===== config.mk =====
export PLATFORM = sky130hd
export DESIGN_NAME = arbitro_memoria_dados
export DESIGN_NICKNAME = d
export VERILOG_FILES = /design/src/rtl/arbitro_memoria_dados_pkg.sv /design/src/rtl/arbitro_memoria_dados_seletor.sv /design/src/rtl/arbitro_memoria_dados.sv
export SDC_FILE = /design/constraint.sdc
export NUM_CORES = 1
export LEC_CHECK = 0
export ABC_AREA = 1
export ABC_CLOCK_PERIOD_IN_PS = 1200
export CELL_PAD_IN_SITES_DETAIL_PLACEMENT = 1
export CELL_PAD_IN_SITES_GLOBAL_PLACEMENT = 2
export CORE_ASPECT_RATIO = 1.4
export CORE_UTILIZATION = 19
export CTS_CLUSTER_DIAMETER = 60
export DETAILED_ROUTE_END_ITERATION = 10
export PLACE_DENSITY_LB_ADDON = 0.1
export SLEW_MARGIN = 20
export SYNTH_ARGS = -nofsm -noshare
export SYNTH_HDL_FRONTEND = slang
export SYNTH_SLANG_ARGS = --single-unit

===== constraint.sdc =====
create_clock -name Clock -period 1.2 [get_ports Clock]
set_input_delay 0.18 -clock Clock [delete_from_list [all_inputs] [get_ports Clock]]
set_output_delay 0.18 -clock Clock [all_outputs]
set_load 0.1 [all_outputs]

===== src/rtl/arbitro_memoria_dados_pkg.sv =====
// Shared types and constants for the data-memory arbiter.
// Shared by the top and the priority selector.
package arbitro_memoria_dados_pkg;

  typedef enum logic [1:0] {
    OCIOSO   = 2'd0,
    ACESSO   = 2'd1,
    RESPOSTA = 2'd2
  } estado_t;

  localparam int LARGURA_DADO_PAD = 8;
  localparam int LARGURA_END_PAD  = 8;
  localparam int LARGURA_CONT     = 4;

  localparam logic P_CPU = 1'b0;
  localparam logic P_DBG = 1'b1;

endpackage


===== src/rtl/arbitro_memoria_dados_seletor.sv =====
// Combinational winner selection for the two requesters.
// Supports round-robin or port-0 priority with a starvation limit.
module arbitro_memoria_dados_seletor
  import arbitro_memoria_dados_pkg::*;
#(
  parameter int MAX_CONCESSOES = 4
) (
  input  logic                    req0,
  input  logic                    req1,
  input  logic                    ultimo,
  input  logic                    modo_fixo,
  input  logic [LARGURA_CONT-1:0] contador,
  output logic                    ven,
  output logic                    valido
);

  localparam logic [LARGURA_CONT-1:0] LIMITE =
    LARGURA_CONT'(MAX_CONCESSOES);

  logic ambos;
  logic esgotado;

  always_comb begin
    ambos    = req0 & req1;
    esgotado = (contador == LIMITE);
    valido   = req0 | req1;
    ven      = P_CPU;
    unique case (1'b1)
      (ambos && modo_fixo):  ven = esgotado;
      (ambos && !modo_fixo): ven = ~ultimo;
      (req1 && !req0):       ven = P_DBG;
      default:               ven = P_CPU;
    endcase
  end

endmodule


===== src/rtl/arbitro_memoria_dados.sv =====
// Two-port arbiter/sequencer in front of the single-port data memory.
// Every transaction takes OCIOSO -> ACESSO -> RESPOSTA, all outputs registered.
module arbitro_memoria_dados
  import arbitro_memoria_dados_pkg::*;
#(
  parameter int LARGURA_DADO    = LARGURA_DADO_PAD,
  parameter int LARGURA_END     = LARGURA_END_PAD,
  parameter int PRIORIDADE_FIXA = 0,
  parameter int MAX_CONCESSOES  = 4
) (
  input  logic                    Clock,
  input  logic                    Reset,
  input  logic                    Req0,
  input  logic                    Req1,
  input  logic                    Esc0,
  input  logic                    Esc1,
  input  logic [LARGURA_END-1:0]  End0,
  input  logic [LARGURA_END-1:0]  End1,
  input  logic [LARGURA_DADO-1:0] Dado0,
  input  logic [LARGURA_DADO-1:0] Dado1,
  output logic                    Ack0,
  output logic                    Ack1,
  output logic [LARGURA_DADO-1:0] DadoLidoSaida,
  output logic [LARGURA_END-1:0]  MemEndereco,
  output logic [LARGURA_DADO-1:0] MemDadoEscrito,
  output logic                    MemEscMem,
  output logic                    MemLerMem,
  input  logic [LARGURA_DADO-1:0] MemDadoLido
);

  localparam logic [LARGURA_CONT-1:0] CONT_MAX = '1;

  estado_t estado_q;
  estado_t estado_d;

  logic ven_q;
  logic ven_d;
  logic ultimo_q;
  logic ultimo_d;
  logic ack0_q;
  logic ack0_d;
  logic ack1_q;
  logic ack1_d;
  logic esc_q;
  logic esc_d;
  logic ler_q;
  logic ler_d;

  logic [LARGURA_CONT-1:0] contador_q;
  logic [LARGURA_CONT-1:0] contador_d;
  logic [LARGURA_END-1:0]  end_q;
  logic [LARGURA_END-1:0]  end_d;
  logic [LARGURA_DADO-1:0] dw_q;
  logic [LARGURA_DADO-1:0] dw_d;
  logic [LARGURA_DADO-1:0] lido_q;
  logic [LARGURA_DADO-1:0] lido_d;

  logic ven;
  logic valido;
  logic modo_fixo;

  assign modo_fixo = (PRIORIDADE_FIXA != 0);

  arbitro_memoria_dados_seletor #(
    .MAX_CONCESSOES(MAX_CONCESSOES)
  ) u_seletor (
    .req0      (Req0),
    .req1      (Req1),
    .ultimo    (ultimo_q),
    .modo_fixo (modo_fixo),
    .contador  (contador_q),
    .ven       (ven),
    .valido    (valido)
  );

  always_comb begin
    estado_d   = estado_q;
    ven_d      = ven_q;
    ultimo_d   = ultimo_q;
    contador_d = contador_q;
    end_d      = end_q;
    dw_d       = dw_q;
    lido_d     = lido_q;
    esc_d      = esc_q;
    ler_d      = ler_q;
    ack0_d     = 1'b0;
    ack1_d     = 1'b0;
    unique case (estado_q)
      OCIOSO: begin
        // Starvation counter only runs while port 1 is kept waiting
        if (!Req1 || ven) begin
          contador_d = '0;
        end else if (contador_q != CONT_MAX) begin
          contador_d = contador_q + 1'b1;
        end
        if (valido) begin
          ven_d    = ven;
          ultimo_d = ven;
          end_d    = ven ? End1 : End0;
          dw_d     = ven ? Dado1 : Dado0;
          esc_d    = ven ? Esc1 : Esc0;
          ler_d    = ven ? ~Esc1 : ~Esc0;
          estado_d = ACESSO;
        end
      end
      ACESSO: begin
        if (ler_q) begin
          lido_d = MemDadoLido;
        end
        esc_d    = 1'b0;
        ler_d    = 1'b0;
        ack0_d   = ~ven_q;
        ack1_d   = ven_q;
        estado_d = RESPOSTA;
      end
      RESPOSTA: begin
        estado_d = OCIOSO;
      end
      default: begin
        estado_d = OCIOSO;
      end
    endcase
  end

  always_ff @(posedge Clock) begin
    if (Reset) begin
      estado_q   <= OCIOSO;
      ven_q      <= P_CPU;
      ultimo_q   <= 1'b1;
      contador_q <= '0;
      end_q      <= '0;
      dw_q       <= '0;
      lido_q     <= '0;
      esc_q      <= 1'b0;
      ler_q      <= 1'b0;
      ack0_q     <= 1'b0;
      ack1_q     <= 1'b0;
    end else begin
      estado_q   <= estado_d;
      ven_q      <= ven_d;
      ultimo_q   <= ultimo_d;
      contador_q <= contador_d;
      end_q      <= end_d;
      dw_q       <= dw_d;
      lido_q     <= lido_d;
      esc_q      <= esc_d;
      ler_q      <= ler_d;
      ack0_q     <= ack0_d;
      ack1_q     <= ack1_d;
    end
  end

  assign Ack0           = ack0_q;
  assign Ack1           = ack1_q;
  assign DadoLidoSaida  = lido_q;
  assign MemEndereco    = end_q;
  assign MemDadoEscrito = dw_q;
  assign MemEscMem      = esc_q;
  assign MemLerMem      = ler_q;

endmodule

==> impl_metrics.toml <==
[synthesis]
synthesis.area_um2 = 1416
synthTopCellsByArea = "dfxtp_1 45%, nor2_1 14%, nand2_1 11%"
yosys.area.top_type = "dfxtp_1"
ys_types = 17
syn_inst = 211
synthTopCellsByCount = "52 x nor2_1, 42 x nand2_1, 32 x dfxtp_1"
synth_adder_area_share = 0
synth-edff-count = 0
synth_compound_area_frac = 0.1237
synth.avg_cell_area_um2 = 6.713
synthMuxAreaShare = 0
synthArstFlopShare = 0
synth_nets = 257
synth_top_family_by_area = "simple AND/OR/NAND/NOR gates"
synth.most_common_cell = "nor2_1"
synth_seq_cells = 32
synth_top_flop_cell = "dfxtp_1"
synthXorXnorAreaFrac = 0
yosys.area_share.simple = 0.2924
yosysWarnings = 0
ys_seq_area_frac = 0.4523
synth_top_area_frac = 0.4523

[timing]
max_slew_margin = 0.8060
slew_violations = 0
setup_violations = 0
fmax_mhz = 880.9
worstMarginPinSlew_ps = 290.7
hold_viol_final = 0
fin_crit_sh = 0.9460
clock_skew_ps = 4.371
rsz0062_at_grt = "true"
fin_crit_ps = 1135
whs_ps = 405.3

[grt]
grt_first_pass_wirelength_um = 7258
track_usage = 0.1206
grt.overflow.total = 0
grt_max_degree = 23
antenna_found_initial = 0
grt_pass1_vias = 1632

[pwr]
power.density_nw_per_um2 = 1324
peakVddDrop_mv = 0.4949
p_leak_uw = 0.001196

[hold_path]
min_path_type = "in2reg"

[critical_path]
path_class = "reg2reg"
critPathLaunchType = "register"
worstPathMaxFanout = 4
critPathCaptureType = "register"
required_ps = 1370
cp.arrival_ps = 1310

[floorplan]
num_rows = 36
dieArea_um2 = 7809
fp.dieW_um = 74.97
initial_core_util = 0.2003
core_area_um2 = 7072
die_y_um = 104.2
io_pins = 74

[placement]
place_congestion = 0.6993
dp_hpwl_um = 3335
dp.cells = 377
io_buffers = 73

[cts]
cts_inserted_buffers = 5
postCtsHoldBufs = 0
clk_pin_slew_ps = 70
numClockSinks = 32
clk_path_buf_depth = 2
clk_latency_ps = 280
htreeDepth = 2
cts_tree = "done"
ctsRootBufferMaster = "clkbuf_8"

[cells_and_area]
nFillCells = 864
finalNonFillerCells = 387
insertedDiodeCount = 0
final_layout_size_suffix_gt1_frac = 0.2877
finalNetCount = 337
areaGrowthSynthToFinish_pct = 93.73
finish.utilization = 0.3880

[detailed_routing]
vias = 1540
drc_errors = 0
via_per_inst = 3.979
totalWireLength_um = 4265
dr.pass1.iters = 4
drt-wirelength-per-cell_um = 11.02
drt_iter0_drc = 20
ant_nets = 0

[job]
drv_cap = 0

[run_status]
status = "complete, no violations"
[state kept, by name, summed over array words and instances (netlist names)]
name and count:
MemLerMem 1, ultimo_q 1, DadoLidoSaida 8, Ack0 1, MemEscMem 1, ven_q 1
MemEndereco 8, Ack1 1, MemDadoEscrito 8, estado_q 2
[routing by layer]
| layer | routed length [um] | vias up | GRT usage |
|---|---|---|---|
| met5 | 0 | - | 0 |
| met4 | 37 | 0 | 0.03639 |
| met3 | 275 | 2 | 0.03004 |
| met2 | 2274 | 52 | 0.2207 |
| met1 | 1677 | 688 | 0.1306 |
| li1 | - | 798 | - |
[cells by family (layout without fill, tap and decap cells)]
group                  count (synthesis)  count (layout)
AND/OR/NAND/NOR                      104             104
flip-flops                            32              32
buffers and inverters                 40             121
AO/OA/AOI/OAI                         35              35
[report_power, final]
| group | total [uW] | switching (uW) | leakage, uW | internal (uW) |
|---|---|---|---|---|
| Sequential | 1280 | 97.7 | 0.000273 | 1180 |
| Combinational | 1510 | 898 | 0.000872 | 614 |
| Clock | 845 | 388 | 0.0000510 | 457 |
| Total | 3630 | 1380 | 0.00120 | 2250 |
[placed cells by master, fill, tap and decap left out]
| master | synthesis | final |
|---|---|---|
| a21oi_1 | 11 | 11 |
| and2_1 | 1 | 1 |
| buf_12 | 0 | 32 |
| buf_4 | 2 | 6 |
| clkbuf_8 | 0 | 6 |
| clkdlybuf4s50_1 | 0 | 43 |
| clkinv_2 | 0 | 2 |
| dfxtp_1 | 32 | 4 |
| dfxtp_2 | 0 | 27 |
| dfxtp_4 | 0 | 1 |
| dlygate4sd2_1 | 0 | 1 |
| dlymetal6s2s_1 | 0 | 1 |
| inv_1 | 29 | 27 |
| inv_2 | 1 | 3 |
| nand2_1 | 42 | 41 |
| nand2_2 | 1 | 2 |
| nand3_1 | 5 | 4 |
| nand3_2 | 0 | 1 |
| nor2_1 | 52 | 49 |
| nor2_2 | 0 | 3 |
| nor2_4 | 1 | 1 |
| nor3_1 | 1 | 1 |
| nor3b_1 | 1 | 1 |
| o21ai_0 | 22 | 17 |
| o21ai_1 | 2 | 7 |
[worst max-delay path: stages (launching register included)]
cell and delay [ps]:
dfxtp_2 330, inv_2 70, nand2_2 70, nor2_4 170, buf_4 140, nand3_1 90, and2_1 170
[through the flow]
step | setup TNS (ps) | setup WS [ps] | power, uW | cell area [um2]
after CTS | 0 | 2.411 | 3727 | 2760
after floorplan | -9.642 | -9.642 | 2153 | 1455
after detailed placement | -5267 | -306.7 | 2793 | 2609
final | 0 | 64.75 | 3634 | 2744
after global routing | -7.102 | -7.102 | 3834 | 2744
after global placement | -5100 | -288.5 | 2788 | 2609
[worst paths after layout]
check,from,end,slack [ps],cells after the start
worst min register to register,ven_q,Ack0,450,1
worst max-delay path,estado_q[1],MemEscMem,60,6
worst max register to register,estado_q[1],MemEscMem,60,6
worst min-delay path,Req0,estado_q[0],410,5
[final cells by class]
type / count / area, um2 / area share
Clock buffer: 6 / 82.58 / 0.03010
Clock inverter: 2 / 10.01 / 0.003648
Inverter: 30 / 112.6 / 0.04104
Multi-Input combinational cell: 139 / 604.3 / 0.2202
Sequential cell: 32 / 678.2 / 0.2472
Tap cell: 95 / 118.9 / 0.04332
Timing Repair Buffer: 83 / 1137 / 0.4145
[repair_timing]
item                       in CTS  in global routing
pin swaps                       2                  1
setup buffers                   2                  0
setup endpoints to repair       1                 17
cloned                          1                  0
resized for setup               6                 11
(Power assumes the default switching activity.)
